===== config.mk =====
export PLATFORM = sky130hd
export DESIGN_NAME = gpio_in_reader_flat
export DESIGN_NICKNAME = d
export VERILOG_FILES = /design/src/rtl/gpio_in_if.sv /design/src/rtl/gpio_in_reader.sv /design/src/flat_wrapper.sv
export SDC_FILE = /design/constraint.sdc
export NUM_CORES = 1
export LEC_CHECK = 0
export BUFFER_PORTS_ARGS = -buffer_cell sky130_fd_sc_hd__buf_2
export CAP_MARGIN = 15
export CORE_MARGIN = 1
export CORE_UTILIZATION = 50
export DETAILED_ROUTE_END_ITERATION = 10
export PLACE_DENSITY = 0.79
export SYNTH_ARGS = -nofsm -noshare
export SYNTH_HDL_FRONTEND = slang
export SYNTH_SLANG_ARGS = --single-unit

===== constraint.sdc =====
create_clock -name clk -period 3.48 [get_ports clk]
set_clock_uncertainty 0.2 [all_clocks]
set_input_delay 0.522 -clock clk [delete_from_list [all_inputs] [get_ports clk]]
set_output_delay 0.522 -clock clk [all_outputs]
set_load 0.1 [all_outputs]

===== src/rtl/gpio_in_if.sv =====
// Read-port bundle between the MIPS data path (master) and gpio_in_reader (slave).
// Handshake: rd_en is a one-cycle strobe; rd_valid is high exactly one cycle later with rd_data; no stall.
interface gpio_in_if;
  logic        rd_en;
  logic [1:0]  addr;
  logic [31:0] rd_data;
  logic        rd_valid;

  modport master (output rd_en, output addr, input rd_data, input rd_valid);
  modport slave  (input rd_en, input addr, output rd_data, output rd_valid);
endinterface


===== src/rtl/gpio_in_reader.sv =====
// Debounced GPIO input block: per-pin 2-flop sync, debounce counter, sticky RISE/FALL, read port.
// Optional level interrupt output irq is built only when macro GPIO_IN_IRQ_EN is defined.
module gpio_in_reader #(
  parameter int WIDTH      = 8,
  parameter int DEB_CYCLES = 500000,
  parameter int CNT_W      = 20
) (
  input  logic             clk,
  input  logic             reset,
  input  logic [WIDTH-1:0] gpio_i,
  gpio_in_if.slave         bus
`ifdef GPIO_IN_IRQ_EN
  ,
  output logic             irq
`endif
);

  logic [WIDTH-1:0] sync1, sync2, stable;
  logic [WIDTH-1:0] rise, fall;
  logic [WIDTH-1:0] accept, rise_evt, fall_evt;
  logic [WIDTH-1:0] clr_rise, clr_fall;
  logic [CNT_W-1:0] cnt [WIDTH];
  logic [31:0]      sel_data;

  // A bit is accepted on the edge its counter sits at DEB_CYCLES-1 and it still differs.
  always_comb begin
    accept = '0;
    for (int i = 0; i < WIDTH; i++) begin
      accept[i] = (sync2[i] != stable[i]) && (cnt[i] == CNT_W'(DEB_CYCLES - 1));
    end
    rise_evt = accept & sync2;
    fall_evt = accept & ~sync2;
    clr_rise = {WIDTH{bus.rd_en && (bus.addr == 2'd1)}};
    clr_fall = {WIDTH{bus.rd_en && (bus.addr == 2'd2)}};
  end

  always_comb begin
    sel_data = '0;
    case (bus.addr)
      2'd0:    sel_data[WIDTH-1:0] = stable;
      2'd1:    sel_data[WIDTH-1:0] = rise;
      2'd2:    sel_data[WIDTH-1:0] = fall;
      default: sel_data[7:0]       = 8'(WIDTH);
    endcase
  end

  always_ff @(posedge clk) begin
    if (reset) begin
      sync1        <= '0;
      sync2        <= '0;
      stable       <= '0;
      rise         <= '0;
      fall         <= '0;
      bus.rd_data  <= '0;
      bus.rd_valid <= 1'b0;
      for (int i = 0; i < WIDTH; i++) begin
        cnt[i] <= '0;
      end
    end else begin
      sync1  <= gpio_i;
      sync2  <= sync1;
      stable <= stable ^ accept;
      for (int i = 0; i < WIDTH; i++) begin
        if ((sync2[i] == stable[i]) || accept[i]) begin
          cnt[i] <= '0;
        end else begin
          cnt[i] <= cnt[i] + CNT_W'(1);
        end
      end
      // A new event wins over the clearing read on the same edge; the read still sees the old value.
      rise         <= (rise & ~clr_rise) | rise_evt;
      fall         <= (fall & ~clr_fall) | fall_evt;
      bus.rd_valid <= bus.rd_en;
      bus.rd_data  <= bus.rd_en ? sel_data : 32'd0;
    end
  end

`ifdef GPIO_IN_IRQ_EN
  always_ff @(posedge clk) begin
    if (reset) begin
      irq <= 1'b0;
    end else begin
      irq <= |{rise, fall};
    end
  end
`endif

endmodule


===== src/flat_wrapper.sv =====
// flat-port wrapper written by rule: the top's interface ports become plain ports
module gpio_in_reader_flat 
#(
  parameter int WIDTH      = 8,
  parameter int DEB_CYCLES = 500000,
  parameter int CNT_W      = 20
)
  (clk, reset, gpio_i, bus_rd_en, bus_addr, bus_rd_data, bus_rd_valid);
  gpio_in_if bus_i ();
  input  logic clk;
  input  logic reset;
  input  logic [WIDTH-1:0] gpio_i;
  input wire logic [$bits(bus_i.rd_en)-1:0] bus_rd_en;
  input wire logic [$bits(bus_i.addr)-1:0] bus_addr;
  output wire logic [$bits(bus_i.rd_data)-1:0] bus_rd_data;
  output wire logic [$bits(bus_i.rd_valid)-1:0] bus_rd_valid;
  assign bus_i.rd_en = bus_rd_en;
  assign bus_i.addr = bus_addr;
  assign bus_rd_data = bus_i.rd_data;
  assign bus_rd_valid = bus_i.rd_valid;
  gpio_in_reader #(.WIDTH(WIDTH), .DEB_CYCLES(DEB_CYCLES), .CNT_W(CNT_W)) u_core (.clk(clk), .reset(reset), .gpio_i(gpio_i), .bus(bus_i));
endmodule

==> out/results.tsv, run 1 <==
stage	metric	value	unit
outcome	status	completed	
sta	Setup Viol. Count Final	0	
clock_tree	clk root buf	clkbuf_16	
sta	worst slew pin tran	0.651	ns
yosys	Synth warnings	0	
sta	Final Max Slew Viols	0	
critical_path	Reg-to-Reg Start	u_core.cnt[1][20]	
sta	fmax	0.397	GHz
die	IO Count	46	
yosys	main area contributors after synthesis	edfxtp_1 (44%), dfxtp_1 (9.1%), nor2_1 (5.2%)	
detailed_routing	vias post-DR	8078	
critical_path	R2R setup slack	0.96	ns
clock_tree	Max H-tree Level	1	
sta	final hold violations	0	
detailed_routing	Initial DRC Count	481	
detailed_routing	Routed wire per std cell	13.4	microns
cells_and_area	area grow syn2layout	16.0	%
critical_path	worst r2r dst	u_core.cnt[1][25]	
cells_and_area	layout cells sized above 1	0.0633	
yosys	Top FF cell, synth	edfxtp_1	
yosys	number of flops mapped to enable cells by yosys	160	
yosys	post-synthesis cell area	10800	sq um
clock_tree	clk slew on worst S/H paths	0.06	ns
critical_path	Worst EP required	3.54	ns
place	Cells after DPL	1494	
clock_tree	CTS resizes	0	
detailed_routing	DRC violations left	0	
die	effective utilization at floorplan	0.513	
job	Max Cap Viol	0	
place	DP HPWL	14.3	mm
critical_path	crit path DAT	2.58	ns
critical_path	CP startpoint kind	flip-flop	
detailed_routing	WL final	20.6	mm
yosys	Avg Inst Size Synth	10.1	sq um
detailed_routing	vias per inst	5.25	
critical_path	CP Capture Type	flip-flop	
sta	Slew HR	0.563	
hold_path	Worst Hold Class	input pin to flip-flop	
yosys	asr flop ratio synth	0	
global_routing	vias in the first global route	7665	
global_routing	initial antenna violation count	1	
hold_path	Hold Path Origin	gpio_i[1]	
cells_and_area	Layout Utilization	0.594	
die	die outline width	149	microns
die	site row count	53	
die	core area	21100	sq um
yosys	sequential area share after synthesis	0.535	
power	Leakage	4.34	nW
power	peak supply drop	0.467	mV
critical_path	Crit Path Class	flip-flop to flip-flop	
cells_and_area	Layout Nets	1266	
global_routing	Remaining Overflow, GRT	0	
cells_and_area	post-route insts no fill	1539	
place	Place WS	0.992	ns
global_routing	largest net degree at the start of global routing	39	
detailed_routing	post-route ant nets	0	
yosys	largest area contributor in the netlist	edfxtp_1	
sta	Fin Setup TNS	0	ns
sta	Final period util	0.724	
yosys	distinct cell type count after synthesis	42	
global_routing	GRT Util Overall	0.189	
place	GPL Wtd Cong	0.819	
clock_tree	Setup Buffers After CTS	0	
detailed_routing	First-pass DRT Iterations	5	
sta	Worst Slack Setup Final	0.961	ns
clock_tree	CTS sink count	209	
die	chip height	149	microns
critical_path	worst reg-to-reg path cell count	6	
global_routing	first-pass GRT wire length	35.0	mm
sta	unrepaired setup endpoints after global routing	false	
clock_tree	clock network latency to the later pin of the worst-skew pair	0.51	ns
clock_tree	Post-CTS Hold Buffers	0	
clock_tree	CTS tree	yes	
yosys	gate count of the mapped netlist	1065	
clock_tree	number of CTS-inserted buffers	24	
hold_path	Worst Hold Depth	2	
clock_tree	clock buffer depth	3	
place	IO Port Bufs	21	
critical_path	Critical Path Fanout Max	12	
yosys	Yosys reg bits	209	
die	die footprint	22200	sq um
yosys	Synth top area share	0.445	
sta	fin crit period	2.52	ns
sta	worst hold margin	0.0300	ns
power	pwr dens	463	nW/um^2
hold_path	hold path endpoint	u_core.sync1[1]	
-- worst max-delay path: stages, from the launching register on --
cell and delay, ns:
edfxtp_1 0.40, ha_1 0.25, and3_1 0.26, nand4_1 0.19, o21ai_1 0.58, buf_4 0.31
nor2_1 0.07
-- layout make-up --
type,instances,area (sq um)
Antenna cell,1,2.50
Fill cell,1770,8550
Multi-Input combinational cell,949,5280
Inverter,29,109
Clock buffer,37,764
Tap cell,275,344
Sequential cell,209,5790
Timing Repair Buffer,32,188
Clock inverter,7,66.3
-- flip-flops by register name (all words and copies together) (netlist names), named ones only --
| signal | cells |
|---|---|
| u_core.cnt | 160 |
| u_core.bus.rd_valid | 1 |
| u_core.bus.rd_data | 8 |
| u_core.sync1 | 8 |
| u_core.fall | 8 |
| u_core.sync2 | 8 |
| u_core.rise | 8 |
-- cell usage in the layout, fill, tap and decap left out, types with 6 or more instances in the layout --
master	n
o31ai_1	15
xor2_1	49
o21ai_1	7
nor3_1	22
edfxtp_1	160
nand4_1	53
conb_1	184
a21oi_1	72
nand2b_1	10
and3_1	8
xnor2_1	61
and4_1	22
nand3_1	54
clkbuf_1	6
buf_2	21
or4_1	24
nand2_1	58
mux2i_1	7
ha_1	8
dfxtp_1	49
nor4_1	23
buf_4	11
nand4b_1	9
clkbuf_16	28
inv_1	29
nor4b_1	8
nor2_1	150
nor2b_1	19
o21ai_0	29
or3_1	34
-- power by group --
part	total [mW]	leakage, nW	internal [mW]	switching (mW)
Clock	2.59	0.413	1.59	1.00
Combinational	0.327	1.87	0.0819	0.245
Sequential	2.88	2.05	2.78	0.106
Total	5.80	4.34	4.45	1.35
-- worst max-delay path by stage --
stage	startpoint	end	slack (ns)	cells after the start
6_report	u_core.cnt[1][20]	u_core.cnt[1][25]	0.96	6
5_1_grt	u_core.cnt[1][20]	u_core.cnt[1][25]	0.80	6
3_3_place_gp	u_core.cnt[0][72]	u_core.cnt[0][62]	1.05	5
2_1_floorplan	u_core.cnt[0][72]	u_core.cnt[0][62]	1.16	5
4_1_cts	u_core.cnt[1][20]	u_core.cnt[1][25]	0.97	6
3_5_place_dp	u_core.cnt[1][20]	u_core.cnt[1][25]	0.99	6
-- cell families (layout without fill, tap and decap cells) --
family,count (synthesis),count (layout),share of synthesized area
and+or+nand+nor,512,512,0.255
DFF,209,209,0.535
AOI/OAI and AO/OA,128,128,0.0643
xor gates and xnor gates,110,110,0.0891
buffers and inverters,89,105,0.0397
adders and majority gates,8,8,0.00926
muxes,7,7,0.00648
other,2,185,0.000695
-- synth_stat cells (4+ instances only) --
cell / number
mux2i_1: 7
clkbuf_1: 31
nand3_1: 54
xor2_1: 49
ha_1: 8
inv_1: 29
nor4b_1: 8
nor2_1: 150
nand4_1: 53
nand2b_1: 10
and4_1: 22
nand4b_1: 9
nor4_1: 23
xnor2_1: 61
nor2b_1: 19
and3_1: 8
o21ai_0: 34
nor3_1: 22
a21oi_1: 72
or3_1: 34
edfxtp_1: 160
dfxtp_1: 49
or4_1: 24
or2_2: 4
o31ai_1: 15
buf_4: 24
nand2_1: 58
nor4bb_1: 4
-- per-stage QoR --
step	area (sq um)	power (mW)
after floorplan	11500	3.20
final	12500	5.80
after global routing	12500	5.98
after global placement	11700	3.24
after CTS	12500	5.84
after detailed placement	11700	3.25
-- routing by layer --
| layer | share of wire | vias to the layer above | track usage |
|---|---|---|---|
| met3 | 0.037 | 36 | 0.0281 |
| li1 | - | 4066 | - |
| met5 | 0 | - | 0 |
| met1 | 0.45 | 3846 | 0.244 |
| met2 | 0.49 | 130 | 0.329 |
| met4 | 0.018 | 0 | 0.0480 |
Power figures use the tool's default switching activity.
==> run 2: changes to the inputs <==
Settings changed: ABC_AREA set to 1, PLACE_DENSITY 0.79 to 0.81.
Clock period 3.48 ns to 2.3 ns, I/O delays scaled along.
==> run 2 against run 1 <==
Synthesized area is 11% higher; non-clock buffer count is 10 higher; utilization is 0.65 points lower; sequential share of layout area is 4.2 points lower; clock power is 42% higher; sequential power is 51% higher; combinational power is 82% higher; first-iteration DRC count is 26% higher; global-route usage is 1.1 points higher; count of clock-buffer cells in the layout stayed put; design area is 10% higher.
==> out/results.tsv, run 2 <==
stage	metric	value	unit	change
yosys	most frequent cell after synthesis	nand2_1		
clock_tree	CTS tree	yes		
global_routing	met2 usage	0.355		+0.0258
cells_and_area	post-route insts no fill	2063		+34%
yosys	number of flops mapped to enable cells by yosys	160		unchanged
sta	final hold violations	0		unchanged
die	IO Count	46		unchanged
critical_path	Crit Path Class	flip-flop to flip-flop		
yosys	distinct cell type count after synthesis	35		-17%
die	die outline width	157	microns	+5.2%
clock_tree	number of CTS-inserted buffers	24		unchanged
die	die footprint	24600	sq um	+11%
detailed_routing	vias per inst	4.82		-8.2%
global_routing	largest net degree at the start of global routing	26		-33%
hold_path	hold path endpoint	u_core.bus.rd_data[3]		
critical_path	CP cell instances	ha_1 > inv_1 > nor2_4 > inv_2 > nor2_4 > nand3_2 > nand3_2 > nor2_1		
yosys	Synth top area share	0.401		-0.0433
detailed_routing	Routed wire per std cell	11.6	microns	-14%
critical_path	Reg-to-Reg Start	u_core.cnt[0][20]		
place	DP HPWL	17.4	mm	+22%
sta	Final Max Slew Viols	0		unchanged
critical_path	CP startpoint kind	flip-flop		
detailed_routing	WL final	23.9	mm	+16%
cells_and_area	multi-input logic area	5870	sq um	+11%
yosys	largest area contributor in the netlist	edfxtp_1		
global_routing	vias in the first global route	9393		+23%
cells_and_area	Layout Utilization	0.588		-0.00645
clock_tree	clk slew on worst S/H paths	0.05	ns	about the same
global_routing	GR Util met1	0.249		+0.00521
cells_and_area	max reg flops	160		unchanged
sta	fin crit period	2.12	ns	-0.404 ns
hold_path	Worst Hold Depth	5		+3
cells_and_area	Biggest register	u_core.cnt		
yosys	gate count of the mapped netlist	1517		+42%
clock_tree	Max H-tree Level	1		unchanged
clock_tree	clk root buf	clkbuf_16		
outcome	status	completed		
critical_path	Critical Path Fanout Max	20		+8
critical_path	CP max-delay cell	edfxtp_1		
detailed_routing	vias post-DR	9945		+23%
critical_path	R2R setup slack	0.18	ns	-0.78 ns
critical_path	crit path DAT	2.16	ns	-0.42 ns
job	Max Cap Viol	0		unchanged
place	Cells after DPL	2009		+34%
power	Total Power	8.62	mW	+49%
yosys	Yosys reg bits	209		unchanged
cells_and_area	commonest non-fill, non-tap cell in the layout	nand2_1		
die	site row count	56		+5.7%
yosys	asr flop ratio synth	0		unchanged
yosys	Top FF cell, synth	edfxtp_1		
clock_tree	clock buffer depth	3		unchanged
cells_and_area	layout cells sized above 1	0.0729		+0.00956
power	Leakage	5.60	nW	+29%
cells_and_area	Filler cells	2119		+20%
global_routing	initial antenna violation count	2		+1
sta	Setup Viol. Count Final	0		unchanged
cells_and_area	area grow syn2layout	15.3	%	
hold_path	Worst Hold Class	input pin to flip-flop		
sta	worst hold margin	0.0770	ns	+0.0470 ns
clock_tree	clock network latency to the later pin of the worst-skew pair	0.51	ns	about the same
sta	fmax	0.473	GHz	+19%
yosys	Avg Inst Size Synth	7.89	sq um	-22%
place	IO Port Bufs	21		unchanged
die	core area	23500	sq um	+11%
place	GPL Wtd Cong	0.906		+11%
cells_and_area	most frequent cells in the layout	nand2_1 (361), nor2_1 (314), conb_1 (184)		
sta	Fin Setup TNS	0	ns	unchanged
clock_tree	CTS resizes	0		unchanged
critical_path	worst reg-to-reg path cell count	8		+2
power	peak supply drop	0.528	mV	+13%
power	pwr dens	624	nW/um^2	+35%
yosys	sequential area share after synthesis	0.483		-0.0521
global_routing	M3 GR Usage	0.0282		+0.000112
detailed_routing	First-pass DRT Iterations	5		unchanged
clock_tree	CTS sink count	209		unchanged
detailed_routing	Initial DRC Count	606		+26%
yosys	main area contributors after synthesis	edfxtp_1 (40%), nand2_1 (11%), nor2_1 (9.8%)		
critical_path	worst r2r dst	u_core.cnt[0][31]		
die	chip height	157	microns	+5.2%
yosys	commonest cells in the netlist	nand2_1 (361), nor2_1 (314), inv_1 (175)		
critical_path	Worst EP required	2.35	ns	-1.19 ns
clock_tree	Setup Buffers After CTS	0		unchanged
global_routing	Remaining Overflow, GRT	0		unchanged
cells_and_area	Layout Nets	1745		+38%
global_routing	GRT busiest layer	met2		
detailed_routing	post-route ant nets	0		unchanged
cells_and_area	Register Area	5790	sq um	unchanged
hold_path	Hold Path Origin	bus_addr[0]		
critical_path	CP Capture Type	flip-flop		
clock_tree	Post-CTS Hold Buffers	8		+8
die	effective utilization at floorplan	0.510		-0.00244
yosys	Synth warnings	0		unchanged
yosys	post-synthesis cell area	12000	sq um	+11%
global_routing	GRT Util Overall	0.200		+0.0113
critical_path	slowest stage delay, CP	0.41	ns	-0.17 ns
detailed_routing	DRC violations left	0		unchanged
sta	Final period util	0.920		+0.196
sta	unrepaired setup endpoints after global routing	false		
global_routing	first-pass GRT wire length	40.8	mm	+17%
[run 2: cell types whose count changed after synthesis, sizes merged, moves of 20 or more]
cell / delta
nand2: +306
nor2: +187
inv: +149
nand3: +62
xnor2: -42
or3: -34
clkbuf: -27
or4: -25
and4: -22
nor4: -22
nand4: -20
[run 2: per-stage QoR]
stage                     setup slack (ns)  area [sq um]
after CTS                            0.163         13800
after floorplan                      0.486         12700
after global routing                0.0291         13800
after detailed placement             0.173         12900
final                                0.185         13800
after global placement               0.295         12900
[run 2: worst max path at each step]
stage / start / endpoint / slack (ns) / cells after the start
finish: u_core.cnt[0][20] / u_core.cnt[0][31] / 0.18 / 8
floorplan: u_core.cnt[1][40] / u_core.cnt[1][52] / 0.49 / 9
global route: u_core.cnt[0][60] / u_core.cnt[0][69] / 0.03 / 7
global placement: u_core.cnt[0][40] / u_core.cnt[0][52] / 0.30 / 7
CTS: u_core.cnt[0][20] / u_core.cnt[0][31] / 0.16 / 8
detailed placement: u_core.cnt[1][41] / u_core.cnt[1][55] / 0.17 / 8
[run 2: cells by family after synthesis]
family                   share of synthesized area
other                                     0.000627
AO/OA/AOI/OAI                               0.0451
XOR/XNOR                                    0.0541
buffers and inverters                       0.0833
adder cells (fa/ha/maj)                    0.00836
AND/OR/NAND/NOR                              0.325
flip-flops                                   0.483
[run 2: cell type report]
type                    count  area share
repair buffers             42      0.0214
flip-flops and latches    209       0.419
inverters                 179      0.0487
clock buffers              37      0.0531
multi-input cells        1268       0.426
diodes                      2    0.000363
well taps                 319      0.0289
clock inverters             7     0.00281
[run 2: power by group]
part / leakage [nW] / internal, mW / switching, mW
Clock: 0.384 / 2.19 / 1.49
Sequential: 2.05 / 4.20 / 0.138
Combinational: 3.17 / 0.139 / 0.455
[run 2: layer usage]
metal / up-vias / wire, microns
met5: - / 0
met4: 0 / 623
met3: 51 / 1070
met2: 216 / 11500
met1: 4558 / 10700
li1: 5120 / -
[run 2: critical path, delay by kind of cell (launching register included)]
kind	cells	cell delay (ns)
flops	1	0.41
fa+ha+maj	1	0.23
simple gates	5	0.84
buf+inv	2	0.15
==> run 3: changes to the inputs <==
Settings changed: ABC_CLOCK_PERIOD_IN_PS set to 2300, CORE_MARGIN 1 to unset, REMOVE_ABC_BUFFERS set to 1.
==> run 3 against run 2 <==
Wire length down 0.21%; setup slack better by 0.030 ns; critical path depth is 1 lower; total power decreased by 2.0%; design area down 0.38%; sequential power about the same; clock power fell by 5%.
==> out/results.tsv, run 3 (same netlist as run 2, synthesis figures left out) <==
stage	metric	value	unit	change
power	Gate power share	0.070		about the same
cells_and_area	post-route insts no fill	2059		-0.19%
cells_and_area	Register Area	5790	sq um	unchanged
clock_tree	clock network latency to the later pin of the worst-skew pair	0.51	ns	about the same
sta	worst hold margin	0.0305	ns	-0.0466 ns
sta	Fin Setup TNS	0	ns	unchanged
cells_and_area	most frequent cells in the layout	nand2_1 (361), nor2_1 (314), conb_1 (184)		
power	Total Power	8.44	mW	-2.0%
clock_tree	Max H-tree Level	1		unchanged
global_routing	largest net degree at the start of global routing	21		-19%
critical_path	R2R setup slack	0.21	ns	+0.03 ns
detailed_routing	post-route ant nets	0		unchanged
detailed_routing	vias per inst	4.77		-0.97%
cells_and_area	Layout Utilization	0.586		-0.00224
sta	final hold violations	0		unchanged
sta	worst slew pin tran	0.652	ns	
power	Leakage	5.57	nW	-0.51%
detailed_routing	Initial DRC Count	487		-20%
cells_and_area	multi-input logic area	5880	sq um	+0.13%
clock_tree	CTS sink count	209		unchanged
sta	unrepaired setup endpoints after global routing	false		
cells_and_area	max reg flops	160		unchanged
die	IO Count	46		unchanged
critical_path	CP Capture Type	flip-flop		
clock_tree	clk slew on worst S/H paths	0.06	ns	about the same
sta	Final Max Slew Viols	0		unchanged
critical_path	Critical Path Fanout Max	20		unchanged
outcome	status	completed		
critical_path	CP startpoint kind	flip-flop		
die	core area	23500	sq um	unchanged
cells_and_area	area grow syn2layout	14.8	%	
clock_tree	clk root buf	clkbuf_16		
clock_tree	CTS tree	yes		
power	switching share of power	0.244		+0.00178
global_routing	first-pass GRT wire length	41.0	mm	+0.68%
hold_path	Worst Hold Class	input pin to flip-flop		
die	chip height	157	microns	unchanged
place	Cells after DPL	2008		-0.050%
critical_path	Worst EP required	2.35	ns	about the same
detailed_routing	DRC violations left	0		unchanged
sta	Slew HR	0.564		
cells_and_area	Layout Nets	1744		-0.057%
global_routing	initial antenna violation count	3		+1
detailed_routing	vias post-DR	9829		-1.2%
detailed_routing	WL final	23.8	mm	-0.21%
global_routing	Remaining Overflow, GRT	0		unchanged
sta	Final period util	0.907		-0.0129
sta	Setup Viol. Count Final	0		unchanged
cells_and_area	Filler cells	2056		-3.0%
die	die outline width	157	microns	unchanged
cells_and_area	Biggest register	u_core.cnt		
power	pwr dens	614	nW/um^2	-1.7%
die	die footprint	24600	sq um	unchanged
clock_tree	clock buffer depth	3		unchanged
detailed_routing	Routed wire per std cell	11.6	microns	about the same
detailed_routing	First-pass DRT Iterations	5		unchanged
place	IO Port Bufs	21		unchanged
global_routing	GRT Util Overall	0.201		+0.00127
global_routing	vias in the first global route	9554		+1.7%
power	Clock Power Share	0.416		-0.012
cells_and_area	layout cells sized above 1	0.0719		-0.00102
critical_path	Crit Path Class	flip-flop to flip-flop		
sta	fin crit period	2.09	ns	-0.0297 ns
critical_path	crit path DAT	2.13	ns	-0.03 ns
die	effective utilization at floorplan	0.510		unchanged
place	DP HPWL	17.5	mm	+0.81%
die	site row count	56		unchanged
job	Max Cap Viol	0		unchanged
power	switching power	2.06	mW	-1.3%
power	Sequential Power Share	0.514		+0.011
sta	fmax	0.480	GHz	+1.4%
power	peak supply drop	0.707	mV	+34%
cells_and_area	commonest non-fill, non-tap cell in the layout	nand2_1		
clock_tree	number of CTS-inserted buffers	23		-4.2%
place	GPL Wtd Cong	0.908		+0.12%
power	internal power	6.38	mW	-2.3%
## run 3: cell types whose count changed in the layout (fill, tap and decap cells not counted)
cell	delta
clkinv_1	+1
clkbuf_16	-3
inv_4	+3
dlygate4sd3_1	+1
inv_6	+1
nand3_2	-1
clkbuf_1	-3
buf_12	-1
clkinv_2	-4
diode_2	-1
nand3_4	+1
clkbuf_8	+2
## run 3: power by group through the flow
stage | clock network, mW | logic, mW | registers, mW
4_1_cts | 3.60 | 0.581 | 4.33
3_5_place_dp | 0 | 0.566 | 4.41
6_report | 3.51 | 0.593 | 4.34
3_3_place_gp | 0 | 0.556 | 4.41
2_1_floorplan | 0 | 0.459 | 4.38
5_1_grt | 3.76 | 0.659 | 4.36
## run 3: area by class of cell
type                    instances  share of cell area
inverters                     179              0.0489
clock buffers                  33              0.0490
well taps                     319              0.0290
flip-flops and latches        209               0.421
diodes                          1            0.000182
clock inverters                 8             0.00364
repair buffers                 42              0.0207
multi-input cells            1268               0.428
## run 3: metal layers
layer	global-route usage	up-vias	part of all wire
met5	0	-	0.0011
met4	0.0714	4	0.025
met3	0.0349	48	0.048
met2	0.352	187	0.48
met1	0.248	4495	0.44
li1	-	5095	-
## run 3: path summary, 6_finish.rpt
path | depth (start not counted) | end | startpoint
setup reg to reg | 7 | u_core.cnt[0][62] | u_core.cnt[0][60]
setup / recovery | 7 | u_core.cnt[0][62] | u_core.cnt[0][60]
hold / removal | 3 | u_core.bus.rd_valid | bus_rd_en
hold reg to reg | 2 | u_core.sync2[6] | u_core.sync1[6]
## run 3: per-stage QoR
step	area (sq um)	setup slack [ns]
floorplan	12300	0.303
global placement	12900	0.239
detailed placement	12900	0.191
CTS	13700	0.181
global route	13700	0.0700
finish	13700	0.215
## run 3: repair_timing
item,in CTS,in global routing
endpoints found under the hold margin,14,0
setup endpoints to repair,0,20
gates resized for setup,0,1
buffers inserted,0,0
hold buffers,9,0
## run 3: critical path, cell delays in order, from the launching register on
cell and delay [ns]:
edfxtp_1 0.43, ha_1 0.25, nand3_1 0.15, nor2_1 0.24, nand3b_1 0.13, nand3_1 0.09
buf_4 0.24, nor2_1 0.08
